**config.mk**
```make
export PLATFORM = sky130hd
export DESIGN_NAME = blit_arbiter_flat
export DESIGN_NICKNAME = d
export VERILOG_FILES = /design/src/rtl/blit_arbiter_pkg.sv /design/src/rtl/blit_arbiter_if.sv /design/src/rtl/blit_arbiter_rr_pick.sv /design/src/rtl/blit_arbiter.sv /design/src/flat_wrapper.sv
export SDC_FILE = /design/constraint.sdc
export NUM_CORES = 1
export LEC_CHECK = 0
export CAP_MARGIN = 20
export CORE_AREA = 2 2 103 105
export CTS_CLUSTER_DIAMETER = 120
export DETAILED_ROUTE_END_ITERATION = 8
export DIE_AREA = 0 0 105 107
export SYNTH_ARGS = -nofsm -noshare
export SYNTH_HDL_FRONTEND = slang
export SYNTH_SLANG_ARGS = --single-unit
```
**constraint.sdc**
```tcl
create_clock -name clk -period 3.27 [get_ports clk]
set_input_delay 0.981 -clock clk [delete_from_list [all_inputs] [get_ports clk]]
set_output_delay 0.981 -clock clk [all_outputs]
set_load 0.02 [all_outputs]
```
**src/rtl/blit_arbiter_pkg.sv**
```systemverilog
// Shared types for the blitter command-port arbiter: FSM states, the packed
// blit command layout and blitter operation codes.
package blit_arbiter_pkg;

    typedef enum logic [1:0] {
        ST_IDLE,
        ST_ISSUE,
        ST_WAIT_BUSY,
        ST_WAIT_DONE
    } state_e;

    localparam logic [2:0] BLIT_OP_NOP    = 3'd0;
    localparam logic [2:0] BLIT_OP_COPY   = 3'd1;
    localparam logic [2:0] BLIT_OP_FILL   = 3'd2;
    localparam logic [2:0] BLIT_OP_SPRITE = 3'd3;
    localparam logic [2:0] BLIT_OP_SCROLL = 3'd4;

    // {op[31:29], src[28:17], srcHeight[16:13], destX[12:6], destY[5:0]}
    typedef struct packed {
        logic [2:0]  op;
        logic [11:0] src;
        logic [3:0]  src_height;
        logic [6:0]  dest_x;
        logic [5:0]  dest_y;
    } blit_cmd_t;

    function automatic logic [31:0] blit_pack(input logic [2:0] op, input logic [11:0] src,
                                              input logic [3:0] h, input logic [6:0] x,
                                              input logic [5:0] y);
        return {op, src, h, x, y};
    endfunction

    function automatic int unsigned max_u(input int unsigned a, input int unsigned b);
        return (a > b) ? a : b;
    endfunction

endpackage

```
**src/rtl/blit_arbiter_if.sv**
```systemverilog
// Requester handshakes plus the blitter command/status bus, as seen by the arbiter.
interface blit_arbiter_if #(parameter int CNT_W = 16);

    logic             req0;
    logic [31:0]      cmd0;
    logic             gnt0;
    logic             done0;
    logic             req1;
    logic [31:0]      cmd1;
    logic             gnt1;
    logic             done1;
    logic [2:0]       blit_op;
    logic [11:0]      blit_src;
    logic [3:0]       blit_srcHeight;
    logic [6:0]       blit_destX;
    logic [5:0]       blit_destY;
    logic             blit_enable;
    logic             blit_ready;
    logic             busy;
    logic             err;
    logic [CNT_W-1:0] blit_count;

    modport slave (
        input  req0, cmd0, req1, cmd1, blit_ready,
        output gnt0, done0, gnt1, done1,
        output blit_op, blit_src, blit_srcHeight, blit_destX, blit_destY, blit_enable,
        output busy, err, blit_count
    );

    modport master (
        output req0, cmd0, req1, cmd1, blit_ready,
        input  gnt0, done0, gnt1, done1,
        input  blit_op, blit_src, blit_srcHeight, blit_destX, blit_destY, blit_enable,
        input  busy, err, blit_count
    );

endinterface

```
**src/rtl/blit_arbiter_rr_pick.sv**
```systemverilog
// Two-way round-robin selector: on a tie, picks the port that was not served last.
module blit_rr_pick (
    input  logic req0_i,
    input  logic req1_i,
    input  logic last_i,
    output logic valid_o,
    output logic sel_o
);

    // NOTE: every output gets a default first so no latch is inferred.
    always_comb begin
        valid_o = req0_i | req1_i;
        sel_o   = 1'b0;
        if (req0_i && req1_i) begin
            sel_o = ~last_i;
        end else if (req1_i) begin
            sel_o = 1'b1;
        end
    end

endmodule

```
**src/rtl/blit_arbiter.sv**
```systemverilog
// Shares the blitter command port between CPU (port 0) and debug (port 1):
// grants one command at a time, pulses blit_enable and tracks blit_ready to completion.
module blit_arbiter
    import blit_arbiter_pkg::*;
#(
    parameter int BUSY_TIMEOUT = 8,
    parameter int DONE_TIMEOUT = 65535,
    parameter int CNT_W        = 16
) (
    input  logic          clk,
    input  logic          rst,
    blit_arbiter_if.slave bus
);

    localparam int unsigned TMR_MAX = max_u(BUSY_TIMEOUT, DONE_TIMEOUT);
    localparam int          TMR_W   = $clog2(TMR_MAX + 1);
    localparam logic [TMR_W-1:0] BUSY_LAST = TMR_W'(BUSY_TIMEOUT - 1);
    localparam logic [TMR_W-1:0] DONE_LAST = TMR_W'(DONE_TIMEOUT - 1);

    state_e           state_q;
    blit_cmd_t        cmd_q;
    logic             enable_q;
    logic             owner_q;
    logic             last_q;
    logic             err_q;
    logic [CNT_W-1:0] count_q, count_d;
    logic [TMR_W-1:0] timer_q, timer_d;

    logic pick_valid, pick_sel;
    logic grant, busy_fin, done_fin, complete;

    blit_rr_pick u_pick (
        .req0_i  (bus.req0),
        .req1_i  (bus.req1),
        .last_i  (last_q),
        .valid_o (pick_valid),
        .sel_o   (pick_sel)
    );

    always_comb begin
        timer_d = (timer_q == '1) ? timer_q : timer_q + 1'b1;
        count_d = count_q + 1'b1;
    end

    // gnt/done are decoded in the cycle the condition holds so done lands on
    // the same cycle blit_ready returns and the next grant can follow right after.
    assign grant    = (state_q == ST_IDLE) && bus.blit_ready && pick_valid && !rst;
    assign busy_fin = (state_q == ST_WAIT_BUSY) && bus.blit_ready && (timer_q == BUSY_LAST);
    assign done_fin = (state_q == ST_WAIT_DONE) && bus.blit_ready;
    assign complete = (busy_fin || done_fin) && !rst;

    assign bus.gnt0           = grant && !pick_sel;
    assign bus.gnt1           = grant && pick_sel;
    assign bus.done0          = complete && !owner_q;
    assign bus.done1          = complete && owner_q;
    assign bus.busy           = grant || (state_q != ST_IDLE);
    assign bus.blit_op        = cmd_q.op;
    assign bus.blit_src       = cmd_q.src;
    assign bus.blit_srcHeight = cmd_q.src_height;
    assign bus.blit_destX     = cmd_q.dest_x;
    assign bus.blit_destY     = cmd_q.dest_y;
    assign bus.blit_enable    = enable_q;
    assign bus.err            = err_q;
    assign bus.blit_count     = count_q;

    // NOTE: sequential state uses non-blocking assignments only.
    always_ff @(posedge clk) begin
        if (rst) begin
            state_q  <= ST_IDLE;
            cmd_q    <= '0;
            enable_q <= 1'b0;
            owner_q  <= 1'b0;
            last_q   <= 1'b1;
            err_q    <= 1'b0;
            count_q  <= '0;
            timer_q  <= '0;
        end else begin
            enable_q <= 1'b0;
            case (state_q)
                ST_IDLE: begin
                    if (grant) begin
                        cmd_q    <= pick_sel ? bus.cmd1 : bus.cmd0;
                        owner_q  <= pick_sel;
                        enable_q <= 1'b1;
                        state_q  <= ST_ISSUE;
                    end
                end
                ST_ISSUE: begin
                    timer_q <= '0;
                    state_q <= ST_WAIT_BUSY;
                end
                ST_WAIT_BUSY: begin
                    if (!bus.blit_ready) begin
                        timer_q <= '0;
                        state_q <= ST_WAIT_DONE;
                    end else if (busy_fin) begin
                        // blitter never went busy: a zero-length op counts as done
                        count_q <= count_d;
                        last_q  <= owner_q;
                        state_q <= ST_IDLE;
                    end else begin
                        timer_q <= timer_d;
                    end
                end
                ST_WAIT_DONE: begin
                    if (done_fin) begin
                        count_q <= count_d;
                        last_q  <= owner_q;
                        state_q <= ST_IDLE;
                    end else if (timer_q == DONE_LAST) begin
                        err_q   <= 1'b1;
                        last_q  <= owner_q;
                        state_q <= ST_IDLE;
                    end else begin
                        timer_q <= timer_d;
                    end
                end
                default: state_q <= ST_IDLE;
            endcase
        end
    end

endmodule

```
**src/flat_wrapper.sv**
```systemverilog
// flat-port wrapper written by rule: the top's interface ports become plain ports
module blit_arbiter_flat import blit_arbiter_pkg::*;
#(
    parameter int BUSY_TIMEOUT = 8,
    parameter int DONE_TIMEOUT = 65535,
    parameter int CNT_W        = 16
)
  (clk, rst, bus_req0, bus_cmd0, bus_req1, bus_cmd1, bus_blit_ready, bus_gnt0, bus_done0, bus_gnt1, bus_done1, bus_blit_op, bus_blit_src, bus_blit_srcHeight, bus_blit_destX, bus_blit_destY, bus_blit_enable, bus_busy, bus_err, bus_blit_count);
  blit_arbiter_if #(.CNT_W(CNT_W)) bus_i ();
  input  logic clk;
  input  logic rst;
  input wire logic [$bits(bus_i.req0)-1:0] bus_req0;
  input wire logic [$bits(bus_i.cmd0)-1:0] bus_cmd0;
  input wire logic [$bits(bus_i.req1)-1:0] bus_req1;
  input wire logic [$bits(bus_i.cmd1)-1:0] bus_cmd1;
  input wire logic [$bits(bus_i.blit_ready)-1:0] bus_blit_ready;
  output wire logic [$bits(bus_i.gnt0)-1:0] bus_gnt0;
  output wire logic [$bits(bus_i.done0)-1:0] bus_done0;
  output wire logic [$bits(bus_i.gnt1)-1:0] bus_gnt1;
  output wire logic [$bits(bus_i.done1)-1:0] bus_done1;
  output wire logic [$bits(bus_i.blit_op)-1:0] bus_blit_op;
  output wire logic [$bits(bus_i.blit_src)-1:0] bus_blit_src;
  output wire logic [$bits(bus_i.blit_srcHeight)-1:0] bus_blit_srcHeight;
  output wire logic [$bits(bus_i.blit_destX)-1:0] bus_blit_destX;
  output wire logic [$bits(bus_i.blit_destY)-1:0] bus_blit_destY;
  output wire logic [$bits(bus_i.blit_enable)-1:0] bus_blit_enable;
  output wire logic [$bits(bus_i.busy)-1:0] bus_busy;
  output wire logic [$bits(bus_i.err)-1:0] bus_err;
  output wire logic [$bits(bus_i.blit_count)-1:0] bus_blit_count;
  assign bus_i.req0 = bus_req0;
  assign bus_i.cmd0 = bus_cmd0;
  assign bus_i.req1 = bus_req1;
  assign bus_i.cmd1 = bus_cmd1;
  assign bus_i.blit_ready = bus_blit_ready;
  assign bus_gnt0 = bus_i.gnt0;
  assign bus_done0 = bus_i.done0;
  assign bus_gnt1 = bus_i.gnt1;
  assign bus_done1 = bus_i.done1;
  assign bus_blit_op = bus_i.blit_op;
  assign bus_blit_src = bus_i.blit_src;
  assign bus_blit_srcHeight = bus_i.blit_srcHeight;
  assign bus_blit_destX = bus_i.blit_destX;
  assign bus_blit_destY = bus_i.blit_destY;
  assign bus_blit_enable = bus_i.blit_enable;
  assign bus_busy = bus_i.busy;
  assign bus_err = bus_i.err;
  assign bus_blit_count = bus_i.blit_count;
  blit_arbiter #(.BUSY_TIMEOUT(BUSY_TIMEOUT), .DONE_TIMEOUT(DONE_TIMEOUT), .CNT_W(CNT_W)) u_core (.clk(clk), .rst(rst), .bus(bus_i));
endmodule
```
# ---- After elaboration in Yosys (flattened, before gate mapping)
# Index checks and enable logic that the tools add are counted.
dict set report totals {
  ff_bits 70
  in_bits 69
  output_inout_bits 55
  elab_cells 86
}
dict set report op_classes {
  addsub 2
  eq_ne 15
  muxes 25
  n_bitwise 4
  reduce_logical 28
}
# op count
set ops {}
lappend ops {{2-to-1 mux 16 bit} 8}
lappend ops {{case mux 16 bit (3 select lines)} 1}
lappend ops {{adder 16 x 1 -> 16 bit, second input constant} 2}
lappend ops {{equality test 16 bit, second input constant} 2}
lappend ops {{2-to-1 mux 32 bit} 1}
lappend ops {{case mux 16 bit (2 select lines)} 1}
lappend ops {{equality test 16 x 3 -> 1 bit, second input constant} 1}
lappend ops {{logical AND 1 bit} 12}
lappend ops {{AND reduction 4 bit} 3}
lappend ops {{2-to-1 mux 2 bit} 5}
lappend ops {{case mux 2 bit (4 select lines)} 1}
lappend ops {{2-to-1 mux 1 bit} 7}
lappend ops {{!= test 2 x 1 -> 1 bit, second input constant} 3}
lappend ops {{!= test 2 bit, second input constant} 3}
lappend ops {{!= test 3 x 2 -> 1 bit, second input constant} 2}
lappend ops {{AND reduction 3 bit} 2}
lappend ops {{equality test 2 bit, second input constant} 2}
lappend ops {{nonzero test 2 bit} 2}
lappend ops {{logical NOT 1 bit} 3}
lappend ops {{!= test 3 bit, second input constant} 1}
lappend ops {{inverter 1 bit} 3}
lappend ops {{nonzero test 3 bit} 1}
lappend ops {{equality test 2 x 1 -> 1 bit, second input constant} 1}
lappend ops {{logical NOT 2 bit} 1}
lappend ops {{5 further kinds} 6}

# ---- Logic depth before layout (Yosys ltp)
dict set report logic_depth {
  word_depth 6
  mapped_depth 8
  ltp_nobuf 8
}

# ---- Cells and area by module
# From an unflattened synthesis, not the netlist that was laid out.
dict set report unflattened {
  hier_cells 399
  hier_area_um2 3468.3
}
# mod instances cells_each area_each_um2 seq_area_each_um2
set by_module_without_submodules {}
lappend by_module_without_submodules {blit_arbiter 1 397 3454.6 1401.3}
lappend by_module_without_submodules {blit_rr_pick 1 2 13.8 0.0}

# ---- Worst setup path after synthesis
# Ideal clock, no wire load.
dict set report synth_path {
  kind {in2out}
  from {in bus_req1}
  to {out bus_gnt0}
  arrival_time_ns 2.097
  t_required_ns 2.289
  path_slack_ns 0.192
  cell_stages 5
  path_buffers 2
  path_cell_list {nor2_1 > nor4bb_1 > clkbuf_1 > clkbuf_1 > nor2b_1}
}
dict set report synth_between {
  elab_chain_cells 4
}
# item line_no
set synth_lines {}
lappend synth_lines {{start: declaration} flat_wrapper.sv:14} ;# input wire logic [$bits(bus_i.req1)-1:0] bus_req1;
lappend synth_lines {{2-to-1 mux 1 bit (tied with other cells)} blit_arbiter_rr_pick.sv:16} ;# end else if (req1_i) begin
lappend synth_lines {{2-to-1 mux 1 bit / logical AND 1 bit (equally long branches)} {blit_arbiter_rr_pick.sv:14, blit_arbiter.sv:47}}
lappend synth_lines {{logical NOT 1 bit / logical AND 1 bit (equally long branches)} {blit_arbiter.sv:52, blit_arbiter.sv:47}}
lappend synth_lines {{logical AND 1 bit *} blit_arbiter.sv:52} ;# assign bus.gnt0 = grant && !pick_sel;
lappend synth_lines {{end: declaration} flat_wrapper.sv:17} ;# output wire logic [$bits(bus_i.gnt0)-1:0] bus_gnt0;
# Every way passes the cells marked *; elsewhere a longest branch is shown, timed or not.

# ---- Worst setup path after layout
dict set report layout_path {
  from {in bus_blit_ready}
  to {out bus_done1}
}
dict set report layout_between {
  elab_chain_cells 5
}
# item line_no
set layout_lines {}
lappend layout_lines {{start: declaration} flat_wrapper.sv:16} ;# input wire logic [$bits(bus_i.blit_ready)-1:0] bus_blit_ready;
lappend layout_lines {{logical AND 1 bit (2 in series)} blit_arbiter.sv:48} ;# assign busy_fin = (state_q == ST_WAIT_BUSY) && bus.blit_ready && (timer_q == BUSY_LAST);
lappend layout_lines {{logical OR 1 bit *} blit_arbiter.sv:50} ;# assign complete = (busy_fin || done_fin) && !rst;
lappend layout_lines {{logical AND 1 bit *} blit_arbiter.sv:50}
lappend layout_lines {{logical AND 1 bit *} blit_arbiter.sv:55} ;# assign bus.done1 = complete && owner_q;
lappend layout_lines {{end: declaration} flat_wrapper.sv:20} ;# output wire logic [$bits(bus_i.done1)-1:0] bus_done1;
# Marked as above.

==> results list <==
- Iteration-0 DRC count of the detailed router: between 80 and 90
- The cell count after synthesis came out at 388.
- Finished Layout Cells: 660
* Global-route usage over all layers: 16.66%
- For the pin with the worst max-slew slack, the measured transition is 0.7547 ns.
- Final period util: a little over nine tenths
- Count of maximum capacitance violations: 0
- Seq/Total Area, Yosys: about two fifths
* Simple-gate portion of the synthesized area: between 20 and 25%
- Count of unique library cells instantiated by Yosys: 51
- In the synthesized netlist, mux cells make up 9.548% of the area.
* Prevailing post-synth register cell: sky130_fd_sc_hd__dfxtp_1
- Layout-stage area growth over the synthesis result: 48.28%
- Final total power: 2.021 mW
- The final layout contains 591 nets.
- For this run, design rule violations remaining after detail routing come to 0.
* Clock Latency Late Sink: 0.35 ns
- Rel. slew slack: 49.35%
- Worst Skew: 0.008709 ns
- The count of buffers added on input and output ports is roughly 120.
- Placed instance area: 4903 µm²
- Power density cells: between 300 and 400 nW/µm²
* Sort of element at the start of the critical path: primary input
* Final critical delay including setup and external delays: 3.169 ns
* Endpoint type of the worst setup path: output port
- Worst min-delay path category: reg2reg
* Starting Density: 34.28%
- Routed wire length: 9394 µm
- Drt pass-1 iters: 4
* Critical path arrival: 2.19 ns
- First-pass GRT wire length: 14790 µm
- The number of pins with negative max-slew slack in the final report is 0.
- Summing the areas of all compound-gate instances in the mapped netlist gives 16.78% of the synthesized area.
- Number of buffers inserted during clock tree synthesis: 9
* Max Fclk: 315.6 MHz
* Die X-Extent: 105 µm
- Setup repair after global routing left no endpoint under its margin.
- In this run the static leakage power is about 1.9 nW.
- Fill cells in the final layout number 993.
- H-tree levels: 3
* Post-synth design cell area: 3460 µm²
* Worst EP required: 2.29 ns
* Overflow after GRT: 0
- The repair_antennas step left the layout with diodes totalling 0.
- CORE AREA: 10090 µm²
- Number of warnings issued by yosys: 0
- Register bit total from synthesis: 70
- Number of antenna violations at the first check in global routing: 0
- For this run, asynchronously set or reset flops after synthesis account for 0%.
* Number of enable flip-flop cells after synthesis: 0
- Slowest cell on the critical path: sky130_fd_sc_hd__clkdlybuf4s50_1
* Post-detailed-route via-to-cell ratio: 4.980
- Delay of the slowest critical-path stage: around 0.50 ns
- Antenna-violating nets left: 0
- A synthesized cell averages 8.916 µm².
* Worst-path maximum fanout: 3
- Number of buffers on the longest clock path: 2
- Sequential Area: 1401 µm²
* TritonCTS clock tree: done
* Num ports: ~120
- Across the VDD grid, the largest voltage drop is 0.0001703 V.
- The number of nets in the synthesized netlist is 460.
- Die height: 107 µm
- Post-Synth Adder-Cell Area: 1.085%
- The tightest hold path in the finished design has a slack of 0.4974 ns.
* Fraction of the core area covered by cells at the end of the flow: around half
- In the final layout, the share of cells above drive strength 1 is between 10 and 15%.
- Row generation in the floorplan step produced 37 rows.
- Result of the run: finished clean
- DIE AREA: 11240 µm²
* CTS clock-pin slew for the worst setup and hold paths: ~0.080 ns
* Maximum number of pins on one net before global-route repair: 55
* HPWL Detailed: 7002 µm
- With fillers left out, the area of the finished cells amounts to 5130 µm².
- The root buffer cell chosen for the clock tree is sky130_fd_sc_hd__clkbuf_8.
* Dominant combinational cell family by area after synthesis: simple AND/OR/NAND/NOR gates
- Multi-input logic area: between 1500 and 2000 µm²
* Crit path kind: in2out
* Number of placed instances, taps included: between 600 and 700
- Dividing the detail-routed wire length by the instance count gives 14.23 µm.
* Setup violation total in the final timing report: 0
- The hold violation total from the final report was 0.
* Fraction of synthesized cell area in xor and xnor cells: 3.291%
- The number of global-route vias before repair came to around 3100.
- Sequence of cells on the critical path: clkdlybuf4s50_1 > nand2_1 > or2_1 > nor3b_1 > buf_2
* Clock net sink count: 70
- RD Place Congestion: 0.8080
- Detailed-route via count: approximately 3300
-- final timing paths --
kind / from / to / slack, ns / depth (start not counted)
worst min register to register: u_core.bus.blit_srcHeight[0]$_SDFFE_PP0P_ / u_core.bus.blit_srcHeight[0]$_SDFFE_PP0P_ / 0.50 / 2
worst max register to register: u_core.timer_q[0]$_SDFFE_PP0P_ / u_core.timer_q[5]$_SDFFE_PP0P_ / 1.16 / 8
worst max-delay path: bus_blit_ready / bus_done1 / 0.10 / 5
worst min-delay path: u_core.bus.blit_srcHeight[0]$_SDFFE_PP0P_ / u_core.bus.blit_srcHeight[0]$_SDFFE_PP0P_ / 0.50 / 2
-- metal layers --
layer | share of wire (%) | GRT usage (%)
met5 | 0 | 0
met4 | 1.6 | 6.286
met3 | 9.0 | 6.687
met2 | 44 | 26.48
met1 | 45 | 20.28
-- power breakdown --
group	internal, mW	leakage, nW	switching (mW)
logic	0.185	1.19	0.157
registers	0.884	0.569	0.0179
clock network	0.431	0.106	0.346
-- worst max-delay path: cells and delay by family --
kind	cells	cell delay, ns
buf+inv	2	0.69
simple gates	3	0.51
-- layout by cell type, fill, tap and decap left out, drive strengths merged, types with 10 or more instances in the layout --
cell type,instances
buf,28
clkdlybuf4s50,115
nand3,13
mux2i,33
dfxtp,70
nand4,11
nor2,64
xnor2,10
a21oi,18
a211oi,34
nand2,18
nor3,11
o21ai,15
-- repair_timing --
item                                   CTS  global route
setup buffers                            2             0
resized for setup                       24             4
hold buffers                             0             0
setup endpoints to repair                5             4
endpoints found under the hold margin    0             0
-- metrics by stage --
stage                     setup slack [ns]  TNS [ns]
after CTS                         0.008589         0
after global routing               0.04788         0
final                               0.1013         0
after floorplan                     0.1916         0
after detailed placement           -0.4914    -2.056
after global placement             -0.4690    -1.946
-- cell usage after synthesis, types with 3 or more instances --
cell type	instances	area (µm²)
sky130_fd_sc_hd__nor2_1	64	240.2
sky130_fd_sc_hd__dfxtp_1	70	1401
sky130_fd_sc_hd__and2_1	3	18.77
sky130_fd_sc_hd__a21oi_1	16	80.08
sky130_fd_sc_hd__nor2b_1	7	43.79
sky130_fd_sc_hd__buf_6	3	33.78
sky130_fd_sc_hd__nand2b_1	5	31.28
sky130_fd_sc_hd__buf_2	7	35.03
sky130_fd_sc_hd__clkbuf_1	13	48.80
sky130_fd_sc_hd__nand3_1	13	65.06
sky130_fd_sc_hd__inv_1	5	18.77
sky130_fd_sc_hd__o31ai_1	3	22.52
sky130_fd_sc_hd__nor3_2	5	50.05
sky130_fd_sc_hd__ha_1	3	37.54
sky130_fd_sc_hd__xor2_1	3	26.28
sky130_fd_sc_hd__nand4_1	9	56.30
sky130_fd_sc_hd__and4_1	3	26.28
sky130_fd_sc_hd__a211oi_1	34	255.2
sky130_fd_sc_hd__xnor2_1	10	87.58
sky130_fd_sc_hd__mux2i_1	33	330.3
sky130_fd_sc_hd__a31oi_1	3	18.77
sky130_fd_sc_hd__a41oi_1	3	26.28
sky130_fd_sc_hd__o21ai_0	14	70.07
sky130_fd_sc_hd__nand2_1	17	63.81
sky130_fd_sc_hd__nor3_1	6	30.03
-- kinds of logic after synthesis --
group,count (synthesis)
compound gates,86
xor+xnor,13
fa+ha+maj,3
buf+inv,30
flops,70
mux,33
simple gates,153
-- sequential cells by signal (all words and copies together) (netlist names), 2 cells and up --
register / count
u_core.timer_q: 16
u_core.state_q: 2
u_core.bus.blit_destX: 7
u_core.bus.blit_srcHeight: 4
u_core.bus.blit_destY: 6
u_core.bus.blit_src: 12
u_core.bus.blit_op: 3
u_core.bus.blit_count: 16
-- layout make-up --
cell class / instances / share of cell area, %
Multi-Input combinational cell: 288 / 37.85
Inverter: 5 / 0.3659
Tap cell: 136 / 3.317
Clock inverter: 7 / 1.902
Sequential cell: 70 / 27.32
Clock buffer: 9 / 2.415
Timing Repair Buffer: 145 / 26.83
No activity file was read; power rests on OpenSTA's default activity.
